==> src/rtl/psmac_accum.sv <==
// Precision-scalable signed MAC: 1x/2x/4x lane dot products per beat, accumulated over a
// last-framed vector and returned on valid/ready. Define PSMAC_SAT_EN for a saturating accumulator.
module psmac_accum #(
    parameter int DATA_W = 8,
    parameter int ACC_W  = 24,
    parameter int CNT_W  = 16
) (
    input  logic              clk,
    input  logic              rst,
    input  logic [1:0]        mode,
    input  logic              in_valid,
    output logic              in_ready,
    input  logic [DATA_W-1:0] a,
    input  logic [DATA_W-1:0] b,
    input  logic              last,
    output logic              out_valid,
    input  logic              out_ready,
    output logic [ACC_W-1:0]  acc_out,
    output logic [CNT_W-1:0]  beats,
    output logic              overflow
);

    localparam int SUM_W = 2 * DATA_W + 2;
    localparam int HALF_W = DATA_W / 2;
    localparam int QTR_W = DATA_W / 4;

    localparam logic [1:0] ST_ACCUM  = 2'd0;
    localparam logic [1:0] ST_FLUSH  = 2'd1;
    localparam logic [1:0] ST_OUTPUT = 2'd2;

    localparam logic signed [ACC_W-1:0] ACC_MAX = {1'b0, {(ACC_W-1){1'b1}}};
    localparam logic signed [ACC_W-1:0] ACC_MIN = {1'b1, {(ACC_W-1){1'b0}}};

    // Lane order does not affect the sum, so lanes are walked LSB-first.
    function automatic logic signed [SUM_W-1:0] lane_sum(input logic [DATA_W-1:0] x,
                                                         input logic [DATA_W-1:0] y,
                                                         input logic [1:0]        m);
        logic signed [SUM_W-1:0]  s;
        logic signed [DATA_W-1:0] xf;
        logic signed [DATA_W-1:0] yf;
        logic signed [HALF_W-1:0] xh;
        logic signed [HALF_W-1:0] yh;
        logic signed [QTR_W-1:0]  xq;
        logic signed [QTR_W-1:0]  yq;
        s  = '0;
        xf = x;
        yf = y;
        xh = '0;
        yh = '0;
        xq = '0;
        yq = '0;
        case (m)
            2'd1: begin
                for (int i = 0; i < 2; i++) begin
                    xh = x[i*HALF_W +: HALF_W];
                    yh = y[i*HALF_W +: HALF_W];
                    s  = s + SUM_W'(xh) * SUM_W'(yh);
                end
            end
            2'd2: begin
                for (int i = 0; i < 4; i++) begin
                    xq = x[i*QTR_W +: QTR_W];
                    yq = y[i*QTR_W +: QTR_W];
                    s  = s + SUM_W'(xq) * SUM_W'(yq);
                end
            end
            default: s = SUM_W'(xf) * SUM_W'(yf);
        endcase
        return s;
    endfunction

    // Returns {saturated, result}.
    function automatic logic [ACC_W:0] acc_add(input logic signed [ACC_W-1:0] x,
                                               input logic signed [ACC_W-1:0] y);
`ifdef PSMAC_SAT_EN
        logic [ACC_W:0] w;
        w = {x[ACC_W-1], x} + {y[ACC_W-1], y};
        if (w[ACC_W] != w[ACC_W-1])
            return {1'b1, (w[ACC_W] ? ACC_MIN : ACC_MAX)};
        return {1'b0, w[ACC_W-1:0]};
`else
        logic signed [ACC_W-1:0] w;
        w = x + y;
        return {1'b0, w};
`endif
    endfunction

    logic [1:0]              state_q, state_d;
    logic                    first_q, first_d;
    logic [1:0]              mode_q, mode_d;
    logic [CNT_W-1:0]        beats_q, beats_d;
    logic                    vld_p1_q, vld_p1_d;
    logic                    last_p1_q, last_p1_d;
    logic                    first_p1_q, first_p1_d;
    logic signed [SUM_W-1:0] sum_p1_q, sum_p1_d;
    logic                    done_p2_q, done_p2_d;
    logic signed [ACC_W-1:0] acc_q, acc_d;
    logic                    ovf_q, ovf_d;

    logic                    accept;
    logic [1:0]              eff_mode;
    logic signed [ACC_W-1:0] sum_ext;
    logic [ACC_W:0]          add_res;

    always_comb begin
        accept     = in_valid && (state_q == ST_ACCUM);
        eff_mode   = first_q ? mode : mode_q;
        mode_d     = (accept && first_q) ? mode : mode_q;
        first_d    = accept ? last : first_q;

        beats_d = beats_q;
        if (accept) begin
            if (first_q)
                beats_d = CNT_W'(1);
            else if (beats_q != {CNT_W{1'b1}})
                beats_d = beats_q + CNT_W'(1);
        end

        // Stage 1: beat sum, framing and first-beat flag.
        vld_p1_d   = accept;
        last_p1_d  = accept && last;
        first_p1_d = accept && first_q;
        sum_p1_d   = lane_sum(a, b, eff_mode);

        // Stage 2: load or accumulate.
        sum_ext   = ACC_W'(sum_p1_q);
        add_res   = acc_add(acc_q, sum_ext);
        done_p2_d = vld_p1_q && last_p1_q;
        acc_d     = acc_q;
        ovf_d     = ovf_q;
        if (vld_p1_q) begin
            if (first_p1_q) begin
                acc_d = sum_ext;
                ovf_d = 1'b0;
            end else begin
                acc_d = add_res[ACC_W-1:0];
                ovf_d = ovf_q | add_res[ACC_W];
            end
        end

        state_d = state_q;
        case (state_q)
            ST_ACCUM:  if (accept && last) state_d = ST_FLUSH;
            ST_FLUSH:  if (done_p2_q) state_d = ST_OUTPUT;
            ST_OUTPUT: if (out_ready) state_d = ST_ACCUM;
            default:   state_d = ST_ACCUM;
        endcase
    end

    always_ff @(posedge clk or posedge rst) begin
        if (rst) begin
            state_q    <= ST_ACCUM;
            first_q    <= 1'b1;
            mode_q     <= 2'd0;
            beats_q    <= '0;
            vld_p1_q   <= 1'b0;
            last_p1_q  <= 1'b0;
            first_p1_q <= 1'b0;
            done_p2_q  <= 1'b0;
            acc_q      <= '0;
            ovf_q      <= 1'b0;
        end else begin
            state_q    <= state_d;
            first_q    <= first_d;
            mode_q     <= mode_d;
            beats_q    <= beats_d;
            vld_p1_q   <= vld_p1_d;
            last_p1_q  <= last_p1_d;
            first_p1_q <= first_p1_d;
            done_p2_q  <= done_p2_d;
            acc_q      <= acc_d;
            ovf_q      <= ovf_d;
        end
    end

    always_ff @(posedge clk) begin
        sum_p1_q <= sum_p1_d;
    end

    assign in_ready  = (state_q == ST_ACCUM);
    assign out_valid = (state_q == ST_OUTPUT);
    assign acc_out   = acc_q;
    assign beats     = beats_q;
    assign overflow  = ovf_q;

endmodule

==> config.mk <==
export PLATFORM = sky130hd
export DESIGN_NAME = psmac_accum
export DESIGN_NICKNAME = d
export VERILOG_FILES = /design/src/rtl/psmac_accum.sv
export SDC_FILE = /design/constraint.sdc
export NUM_CORES = 1
export LEC_CHECK = 0
export ABC_AREA = 1
export BUFFER_PORTS_ARGS = -buffer_cell sky130_fd_sc_hd__buf_4
export CORE_MARGIN = 2
export CORE_UTILIZATION = 47
export CTS_CLUSTER_SIZE = 10
export DETAILED_ROUTE_END_ITERATION = 7
export GPL_TIMING_DRIVEN = 0
export HOLD_SLACK_MARGIN = 0.15
export PLACE_DENSITY_LB_ADDON = 0.3
export SLEW_MARGIN = 0
export SYNTH_ARGS = -nofsm -noshare
export SYNTH_HDL_FRONTEND = slang
export SYNTH_SLANG_ARGS = --single-unit
export TNS_END_PERCENT = 100
==> constraint.sdc <==
create_clock -name clk -period 3.4 [get_ports clk]
set_input_delay 0.34 -clock clk [delete_from_list [all_inputs] [get_ports clk]]
set_output_delay 0.34 -clock clk [all_outputs]
set_load 0.02 [all_outputs]
==> run_results.csv <==
group,metric,value,unit
sta,worst_hold_slack,0.1798,ns
yosys,synth-edff-count,0,
setup_path,reg2reg_depth,8,
yosys,ys_warn_count,0,
place,routabilityCongestion,0.9121,
final_layout,synthToLayoutAreaGrowth,20.68,%
power_and_ir_drop,p_leak,6.025,nW
power_and_ir_drop,total_power,11.26,mW
yosys,async_flop_share,75.38,%
sta,finalCritPeriodShare,118.1,%
route,drt_wl_total,23.84,mm
yosys,synth_top_area_cell,"fa_1",
yosys,yosysUniqueCellTypes,49,
final_layout,fillers,1839,
route,viasPerCell,5.068,
yosys,synth.avg_cell_area,7.288,sq um
sta,skew,0.01489,ns
final_layout,multiInputGateArea,7129,sq um
sta,setup_ws,-0.6162,ns
worst_hold_path,min-delay-start,"out_ready",
run,maxCapViolations,0,
worst_hold_path,hold_end,"state_q[1]",
sta,fin_setup_tns,-7.437,ns
sta,worst_pin_slew,0.7353,ns
yosys,yosysSeqAreaShare,16.46,%
grt,grt.total_usage,23.15,%
yosys,synth_cells,1290,
grt,grt_pass1_wl,40.39,mm
final_layout,fin_nets,1586,
yosys,ys_seq_elements,65,
power_and_ir_drop,power_density,992.2,nW/um^2
sta,final-hold-violation-count,0,
route,wire_per_inst,14.51,microns
route,drt_iter0_drc,487,
floorplan,rows,51,
grt,grt_pass1_vias,8464,
sta,maxSlewHeadroom,50.98,%
setup_path,cp-end-kind,"flip-flop",
floorplan,die_area,21150,sq um
grt,grt_max_degree,37,
outcome,violations,"negative setup slack",
floorplan,ios,66,
route,ant_nets,0,
clock_tree,cts_inserted_buffers,9,
place,placed_cell_area,10550,sq um
clock_tree,cts_tree,"yes",
route,drc,0,
worst_hold_path,hold_class,"in -> reg",
clock_tree,path_clk_slew,0.06,ns
yosys,synthFlopType,"dfrtp_1",
clock_tree,clk_path_buf_depth,2,
final_layout,drive_gt1_share,19.16,%
setup_path,cp_data_arrival_time,4.27,ns
clock_tree,clock_latency,0.34,ns
floorplan,dieWidth,145.4,microns
route,dr.pass1.iters,5,
floorplan,core-area,19530,sq um
setup_path,r2r_end,"sum_p1_q[4]",
outcome,outcome,"finished, violations left",
setup_path,cp_max_fo,5,
grt,grt_remaining_overflow,0,
yosys,synth_area,9402,sq um
yosys,synth_top_area_share,21.72,%
power_and_ir_drop,vdd_drop_max,0.6527,mV
floorplan,start_util,48.15,%
route,vias,8327,
yosys,syn_nets,1503,
sta,finalSetupViolCount,14,
floorplan,dieHeight,145.4,microns
setup_path,worstReg2RegStart,"first_q",
yosys,ys_top_cells_by_area,"fa_1 22%, dfrtp_1 13%, inv_1 12%",
setup_path,crit_type,"in -> reg",
sta,slew_viol_final,0,
worst_hold_path,holdPathStages,2,
clock_tree,clock-sinks,65,
clock_tree,h-tree-depth,3,
sta,fmax,249.0,MHz
place,io_buffers,52,
setup_path,cp_data_required_time,3.66,ns
setup_path,reg2reg_slack,0.88,ns
setup_path,startpoint_type,"input port",
sta,rsz0062_at_grt,"true",
final_layout,regArea,1548,sq um
sta,period_needed,4.016,ns
place,hpwl,19.13,mm
final_layout,antenna_cells,0,
grt,antenna_found_initial,0,
final_layout,post-route-cell-area,11350,sq um
clock_tree,root_buffer,"clkbuf_16",
## cell families after synthesis
kind of cell	after synthesis	share of synthesized area, %
AOI/OAI and AO/OA	145	8.824
xor gates and xnor gates	40	3.726
adders and majority gates	190	33.43
buffers and inverters	335	13.67
DFF	65	16.46
other	1	0.03989
and+or+nand+nor	514	23.85
## cell usage in the layout (no fill, tap or decap), types with 4 or more instances in the layout
cell type  synthesis  routed
ha_1              88      68
xnor2_1           21      21
o21ai_0           34      25
a21oi_1           61      47
nand4_1           14      14
clkbuf_4           0       4
nand3_2            1       6
dfxtp_1           16      16
clkbuf_8           0       6
nand3_1           60      54
or2_4              0       6
a21oi_2            3      16
nand2_2           18      29
clkbuf_16          0      10
nor2_1            99      93
nand2_4            1       4
buf_4              4      71
nor2_2             3       7
fa_2               0       8
inv_2              3      23
or2_2             13       7
o21bai_1           5       5
dfrtp_1           48      48
nand3b_1           7       7
clkbuf_1          24      10
inv_1            300     277
xor2_1            19      19
nor3_1             6       4
nand2_1          281     264
o21ai_1           13      19
o31ai_1           10      10
ha_4               0      19
fa_1             102      94
## how the worst max path moves through the flow
stage | end | cells after the start | start
floorplan | sum_p1_q[5] | 19 | a[7]
global placement | sum_p1_q[5] | 22 | b[7]
detailed placement | sum_p1_q[5] | 22 | b[7]
CTS | sum_p1_q[11] | 19 | b[7]
global route | sum_p1_q[11] | 20 | b[7]
finish | sum_p1_q[6] | 20 | b[7]
## worst max-delay path, cell delays in order
cell,delay [ns]
buf_16,0.08
clkinvlp_4,0.14
or2_4,0.31
fa_2,0.51
fa_1,0.57
inv_1,0.07
fa_1,0.52
inv_2,0.04
fa_1,0.55
inv_2,0.05
ha_4,0.24
nand2_2,0.07
nand2_2,0.05
nand2_2,0.08
nand3_4,0.11
a21boi_4,0.19
o21ai_4,0.10
nand2_2,0.12
nand2_1,0.06
o21ai_1,0.10
## cell usage after synthesis, types with 5 or more instances
master	count
nor3_1	6
ha_1	88
xnor2_1	21
or2_2	13
a21oi_1	61
dfxtp_1	16
nand4_1	14
clkbuf_1	24
xor2_1	19
o21bai_1	5
o21ai_0	34
nand3b_1	7
nor2_1	99
nand2_2	18
o21ai_1	13
dfrtp_1	48
fa_1	102
o31ai_1	10
nand3_1	60
nand2_1	281
inv_1	300
## power by group
group	switching (mW)	internal (mW)	total (mW)
sequential	0.295	1.11	1.40
clock	0.372	0.739	1.11
combinational	5.20	3.54	8.75
## through the flow
| step | utilization, % | cells | setup WS, ns |
|---|---|---|---|
| after floorplan | - | 1290 | -0.5512 |
| after global placement | 53.90 | 1607 | -1.225 |
| after detailed placement | 54.00 | 1608 | -1.289 |
| after CTS | 56.91 | 1634 | -0.5673 |
| after global routing | 58.11 | 1643 | -0.7707 |
| final | 58.11 | 1643 | -0.6162 |
## routing by layer
| metal | share of wire [%] | GRT usage [%] | up-vias |
|---|---|---|---|
| met5 | 0 | 0 | - |
| met4 | 2.4 | 5.833 | 0 |
| met3 | 4.8 | 4.013 | 42 |
| met2 | 49 | 40.47 | 168 |
| met1 | 44 | 29.87 | 4020 |
| li1 | - | - | 4097 |
## area by class of cell
cell class,count,share of cell area [%]
multi-input combinational,890,62.84
sequential,65,13.64
inverter,304,10.16
timing repair buffer,72,5.139
tap,265,2.922
buffer,31,2.184
clock buffer,10,2.106
clock inverter,6,1.015
## repair_timing
item	in CTS	in global routing
endpoints found under the setup margin	15	14
resized for setup	33	38
pin swaps	39	41
endpoints found under the hold margin	13	0
buffers inserted	9	9
hold buffers	1	0
gates cloned	0	0
## flip-flops by register name (all words and copies together) (netlist names)
| signal | flops |
|---|---|
| first_p1_q | 1 |
| last_p1_q | 1 |
| done_p2_q | 1 |
| acc_out | 24 |
| beats | 16 |
| mode_q | 2 |
| state_q | 2 |
| sum_p1_q | 16 |
| first_q | 1 |
| vld_p1_q | 1 |
Power figures use the tool's default switching activity.
